$ cat config.mk
export PLATFORM = sky130hd
export DESIGN_NAME = bit_serial_subtractor_flat
export DESIGN_NICKNAME = d
export VERILOG_FILES = /design/src/rtl/bit_serial_subtractor_if.sv /design/src/rtl/bit_serial_subtractor.sv /design/src/flat_wrapper.sv
export SDC_FILE = /design/constraint.sdc
export NUM_CORES = 1
export LEC_CHECK = 0
export CAP_MARGIN = 5
export CORE_UTILIZATION = 45
export DETAILED_ROUTE_END_ITERATION = 10
export PLACE_DENSITY = 0.85
export REMOVE_ABC_BUFFERS = 1
export SLEW_MARGIN = 15
export SYNTH_ARGS = -nofsm -noshare
export SYNTH_HDL_FRONTEND = slang
export SYNTH_SLANG_ARGS = --single-unit
$ cat constraint.sdc
create_clock -name clk -period 1.3 [get_ports clk]
set_input_delay 0.13 -clock clk [delete_from_list [all_inputs] [get_ports clk]]
set_output_delay 0.13 -clock clk [all_outputs]
set_load 0.01 [all_outputs]
$ cat src/rtl/bit_serial_subtractor_if.sv
// Start/busy/done handshake bundle for the bit-serial subtractor.
// The master drives the request and operands; the slave returns status and results.
interface bit_serial_subtractor_if #(
  parameter int WIDTH = 8
);
  logic             start;
  logic [WIDTH-1:0] a;
  logic [WIDTH-1:0] b;
  logic             borrow_in;
  logic             busy;
  logic             done;
  logic [WIDTH-1:0] diff;
  logic             borrow_out;
  logic             overflow;

  modport master (
    output start, a, b, borrow_in,
    input  busy, done, diff, borrow_out, overflow
  );

  modport slave (
    input  start, a, b, borrow_in,
    output busy, done, diff, borrow_out, overflow
  );
endinterface

$ cat src/rtl/bit_serial_subtractor.sv
// Bit-serial a - b - borrow_in, one bit per clock, LSB first, built around a
// single full-subtractor cell with a registered borrow.
module bit_serial_subtractor #(
  parameter int WIDTH = 8
) (
  input logic                   clk,
  input logic                   rst_n,
  bit_serial_subtractor_if.slave bus
);

  localparam int CW = (WIDTH > 1) ? $clog2(WIDTH) : 1;
  localparam logic [CW-1:0] CNT_LAST = CW'(WIDTH - 1);
  localparam logic [CW-1:0] CNT_ONE  = CW'(1);

  typedef enum logic [1:0] {
    ST_IDLE  = 2'd0,
    ST_SHIFT = 2'd1,
    ST_DONE  = 2'd2
  } state_t;

  function automatic logic fs_diff(input logic x, input logic y, input logic bi);
    return x ^ y ^ bi;
  endfunction

  function automatic logic fs_borrow(input logic x, input logic y, input logic bi);
    return (~x & y) | (~(x ^ y) & bi);
  endfunction

  state_t           state_r;
  state_t           state_s;
  logic [WIDTH-1:0] sa_r;
  logic [WIDTH-1:0] sb_r;
  logic [WIDTH-1:0] res_r;
  logic             br_r;
  logic             a_msb_r;
  logic             b_msb_r;
  logic [CW-1:0]    cnt_r;
  logic             busy_r;
  logic             done_r;
  logic             borrow_out_r;
  logic             overflow_r;
  logic             d_s;
  logic             br_next_s;
  logic             load_s;
  logic             shift_s;
  logic             last_s;

  assign d_s       = fs_diff(sa_r[0], sb_r[0], br_r);
  assign br_next_s = fs_borrow(sa_r[0], sb_r[0], br_r);

  // Next-state and datapath control decode.
  always_comb begin
    state_s = state_r;
    load_s  = 1'b0;
    shift_s = 1'b0;
    last_s  = 1'b0;
    case (state_r)
      ST_IDLE: begin
        if (bus.start) begin
          load_s  = 1'b1;
          state_s = ST_SHIFT;
        end else begin
          state_s = ST_IDLE;
        end
      end
      ST_SHIFT: begin
        shift_s = 1'b1;
        if (cnt_r == CNT_LAST) begin
          last_s  = 1'b1;
          state_s = ST_DONE;
        end else begin
          state_s = ST_SHIFT;
        end
      end
      ST_DONE: state_s = ST_IDLE;
      default: state_s = ST_IDLE;
    endcase
  end

  // State register with busy/done registered from the next state.
  always_ff @(posedge clk or negedge rst_n) begin
    if (!rst_n) begin
      state_r <= ST_IDLE;
      busy_r  <= 1'b0;
      done_r  <= 1'b0;
    end else begin
      state_r <= state_s;
      busy_r  <= (state_s == ST_SHIFT);
      done_r  <= (state_s == ST_DONE);
    end
  end

  // Operand capture, serial shifting and result/borrow accumulation.
  always_ff @(posedge clk or negedge rst_n) begin
    if (!rst_n) begin
      sa_r    <= {WIDTH{1'b0}};
      sb_r    <= {WIDTH{1'b0}};
      res_r   <= {WIDTH{1'b0}};
      br_r    <= 1'b0;
      a_msb_r <= 1'b0;
      b_msb_r <= 1'b0;
      cnt_r   <= {CW{1'b0}};
    end else if (load_s) begin
      sa_r    <= bus.a;
      sb_r    <= bus.b;
      br_r    <= bus.borrow_in;
      a_msb_r <= bus.a[WIDTH-1];
      b_msb_r <= bus.b[WIDTH-1];
      cnt_r   <= {CW{1'b0}};
    end else if (shift_s) begin
      sa_r  <= {1'b0, sa_r[WIDTH-1:1]};
      sb_r  <= {1'b0, sb_r[WIDTH-1:1]};
      res_r <= {d_s, res_r[WIDTH-1:1]};
      br_r  <= br_next_s;
      // Saturate on the last bit so the counter never wraps.
      cnt_r <= last_s ? cnt_r : (cnt_r + CNT_ONE);
    end else begin
      sa_r  <= sa_r;
      sb_r  <= sb_r;
      res_r <= res_r;
      br_r  <= br_r;
      cnt_r <= cnt_r;
    end
  end

  // Final borrow and signed overflow latched as the last bit is produced.
  always_ff @(posedge clk or negedge rst_n) begin
    if (!rst_n) begin
      borrow_out_r <= 1'b0;
      overflow_r   <= 1'b0;
    end else if (last_s) begin
      borrow_out_r <= br_next_s;
      overflow_r   <= (a_msb_r != b_msb_r) && (d_s != a_msb_r);
    end else begin
      borrow_out_r <= borrow_out_r;
      overflow_r   <= overflow_r;
    end
  end

  assign bus.busy       = busy_r;
  assign bus.done       = done_r;
  assign bus.diff       = res_r;
  assign bus.borrow_out = borrow_out_r;
  assign bus.overflow   = overflow_r;

endmodule
$ cat src/flat_wrapper.sv
// flat-port wrapper written by rule: the top's interface ports become plain ports
module bit_serial_subtractor_flat 
#(
  parameter int WIDTH = 8
)
  (clk, rst_n, bus_start, bus_a, bus_b, bus_borrow_in, bus_busy, bus_done, bus_diff, bus_borrow_out, bus_overflow);
  bit_serial_subtractor_if #(.WIDTH(WIDTH)) bus_i ();
  input logic clk;
  input logic rst_n;
  input wire logic [$bits(bus_i.start)-1:0] bus_start;
  input wire logic [$bits(bus_i.a)-1:0] bus_a;
  input wire logic [$bits(bus_i.b)-1:0] bus_b;
  input wire logic [$bits(bus_i.borrow_in)-1:0] bus_borrow_in;
  output wire logic [$bits(bus_i.busy)-1:0] bus_busy;
  output wire logic [$bits(bus_i.done)-1:0] bus_done;
  output wire logic [$bits(bus_i.diff)-1:0] bus_diff;
  output wire logic [$bits(bus_i.borrow_out)-1:0] bus_borrow_out;
  output wire logic [$bits(bus_i.overflow)-1:0] bus_overflow;
  assign bus_i.start = bus_start;
  assign bus_i.a = bus_a;
  assign bus_i.b = bus_b;
  assign bus_i.borrow_in = bus_borrow_in;
  assign bus_busy = bus_i.busy;
  assign bus_done = bus_i.done;
  assign bus_diff = bus_i.diff;
  assign bus_borrow_out = bus_i.borrow_out;
  assign bus_overflow = bus_i.overflow;
  bit_serial_subtractor #(.WIDTH(WIDTH)) u_core (.clk(clk), .rst_n(rst_n), .bus(bus_i));
endmodule
==> flow_summary.json <==
{
  "fmax_ghz": 0.7053,
  "crit_chain": "inv_2 -> fa_2 -> buf_4 -> a21oi_4 -> o21ai_1",
  "ir_worst_vdd_mv": 0.8162,
  "final_nets": 222,
  "clkSlewWorstSetupHoldPaths_ns": 0.11,
  "grt_use_total": 0.1767,
  "gp_congestion": 0.8219,
  "port_buffers": 31,
  "cts_buffers": 5,
  "drive_gt1_frac": 0.2350,
  "hpwl_um": 2113,
  "ctsHoldBuffers": 0,
  "p_leak_nw": 1.070,
  "io_pins": 32,
  "setup_ws_ns": -0.1178,
  "hold_viol": 0,
  "critPathArrivalTime_ns": 1.70,
  "die_h_um": 60.98,
  "netlist_top_cells_count": "nand2_1 (44), dfrtp_1 (36), o21ai_1 (14)",
  "yosys_warnings": 0,
  "synth_edf_count": 0,
  "synth_fa_ha_area_frac": 0.02878,
  "ys_seq_area_frac": 0.5755,
  "power.density_mw_per_mm2": 2318,
  "fin_skew_ns": 0.008089,
  "muxShareOfSynthArea": 0.09113,
  "fin_crit_sh": 1.091,
  "status": "finished with violations",
  "grt_pass1_wl_um": 4678,
  "cpMaxStageDelayCell": "fa_2",
  "ys_ff_latch": 36,
  "dr.pass1.iters": 4,
  "slew_violations": 0,
  "cp_top_family": "adder cells",
  "ys_types": 28,
  "drc": 0,
  "root_buffer": "clkbuf_4",
  "cts_tree": "done",
  "vias": 1252,
  "path_class": "register to register",
  "post_drt_wl_per_cell_um": 14.73,
  "critPathMaxFanout": 3,
  "hold-worst-slack_ns": 0.1588,
  "die_w_um": 60.98,
  "max_stage_delay_ns": 0.62,
  "netlist_instances": 145,
  "setup_viol": 9,
  "cts.sinks": 36,
  "vias_per_cell": 5.089,
  "start_util": 0.4691,
  "violations": "setup timing",
  "worst_pin_slew_ns": 0.4660,
  "placeableCoreArea_mm2": 0.003337,
  "synth-xor-area-share": 0.005596,
  "diodes": 0,
  "hold_class": "primary input to asynchronous set/reset pin",
  "synth_compound_area_frac": 0.09273,
  "synth_simple_gate_area_frac": 0.1599,
  "crit_buf_inv": 2,
  "ant_nets": 0,
  "grt_max_degree": 37,
  "area_growth_pct": 42.69,
  "dieArea_mm2": 0.003718,
  "grt_overflow": 0,
  "start_kind": "register",
  "rsz0062_at_grt": "yes",
  "synth_top_area_frac": 0.5755,
  "slew_headroom": 0.6887,
  "synth_top_cell_by_area": "dfrtp_1",
  "antenna_found_initial": 0,
  "cp.required_ns": 1.58,
  "grt_pass1_vias": 1069,
  "synth_top_family_by_area": "simple AND/OR/NAND/NOR gates",
  "nFillCells": 236,
  "yosys_most_used_dff": "dfrtp_1",
  "drt_iter0_markers": 65,
  "drt_wl_total_um": 3623,
  "h-tree-depth": 2,
  "avgSynthCellArea_um2": 10.79,
  "syn-cell-area_mm2": 0.001565,
  "clock_latency_ns": 0.34,
  "min_period_ns": 1.418,
  "regArea_um2": 903.4,
  "postSynth.asyncResetShare": 1.000,
  "maxCapViolCount": 0,
  "clock_path_buffers": 2,
  "multiInputGateArea_um2": 669.4,
  "report.power.total_mw": 5.177,
  "synth_most_common_cell": "nand2_1",
  "synth_area_leaders": "dfrtp_1 (58%), nand2_1 (11%), mux2i_1 (7.7%)",
  "core.rowCount": 21,
  "end_kind": "register"
}
==> worst register-to-register path: stages, from the launching register on <==
cell     delay, ns
dfrtp_1       0.38
inv_2         0.05
fa_2          0.62
buf_4         0.15
a21oi_4       0.05
o21ai_1       0.11
==> cell families (layout without fill, tap and decap cells) <==
kind of cell | count (synthesis) | after routing
buf+inv | 11 | 66
compound gates | 25 | 25
simple gates | 55 | 55
xor+xnor | 1 | 1
fa+ha+maj | 3 | 3
mux | 14 | 14
flops | 36 | 36
==> cell usage in the layout (no fill, tap or decap), types with 2 or more instances in the layout <==
cell and n:
inv_1 2, mux2i_1 12, nor3b_4 3, clkdlybuf4s50_1 19, buf_6 5, a22o_1 2
dlygate4sd2_1 12, nor2_1 2, nand2_1 42, dfrtp_1 34, a22oi_1 2, or2_1 2
buf_12 2, clkbuf_1 2, dfrtp_2 2, clkbuf_4 5, o21ai_1 15, buf_4 15
a21oi_2 2, inv_2 2
==> power breakdown <==
part | total [mW] | leakage, nW | switching (mW) | internal, mW
clock network | 0.624 | 0.0326 | 0.357 | 0.267
logic | 2.65 | 0.583 | 1.23 | 1.42
registers | 1.90 | 0.454 | 0.323 | 1.58
==> flip-flops by register name, summed over array words and instances (netlist names) <==
signal	cells
u_core.sb_r	8
u_core.bus.overflow	1
u_core.b_msb_r	1
u_core.bus.diff	8
u_core.bus.borrow_out	1
u_core.sa_r	8
u_core.bus.busy	1
u_core.a_msb_r	1
u_core.bus.done	1
u_core.cnt_r	3
u_core.state_r	2
u_core.br_r	1
==> layout make-up <==
class / instances / area share
tap: 46 / 0.02577
clock buffer: 8 / 0.02633
sequential: 36 / 0.4045
timing repair buffer: 54 / 0.2370
inverter: 4 / 0.006723
multi-input combinational: 98 / 0.2997
==> worst paths after layout <==
check,start,endpoint,slack (ns),cells past startpoint
max in group asynchronous,rst_n,u_core.state_r[1],0.95,2
min in group clk,bus_a[5],u_core.sa_r[5],0.33,3
setup reg to reg,u_core.sb_r[0],u_core.bus.overflow,-0.12,5
setup / recovery,u_core.sb_r[0],u_core.bus.overflow,-0.12,5
hold / removal,rst_n,u_core.bus.borrow_out,0.16,2
hold reg to reg,u_core.bus.overflow,u_core.bus.overflow,0.49,2
==> layer usage <==
metal,track usage,part of all wire
met5,0,0
met1,0.2003,0.42
met3,0.04691,0.046
met4,0.05844,0.022
met2,0.3218,0.51
==> stage by stage <==
| stage | worst slack [ns] | setup TNS (ns) | utilization | cell area [um^2] | instances |
|---|---|---|---|---|---|
| final | -0.1178 | -0.3599 | 0.6693 | 2233 | 246 |
| after global routing | -0.1595 | -1.207 | 0.6693 | 2233 | 246 |
| after CTS | -0.1276 | -0.3221 | 0.6205 | 2071 | 236 |
| after detailed placement | -0.2117 | -3.533 | 0.5921 | 1976 | 225 |
| after floorplan | -0.4132 | -7.166 | - | 1508 | 138 |
| after global placement | -0.1599 | -2.404 | 0.5921 | 1976 | 225 |
==> timing repair <==
action	CTS	global route
pin swaps	3	10
cloned	0	2
endpoints found under the hold margin	0	0
resized for setup	21	20
setup endpoints to repair	35	34
buffers inserted	3	8
(Power assumes the default switching activity.)
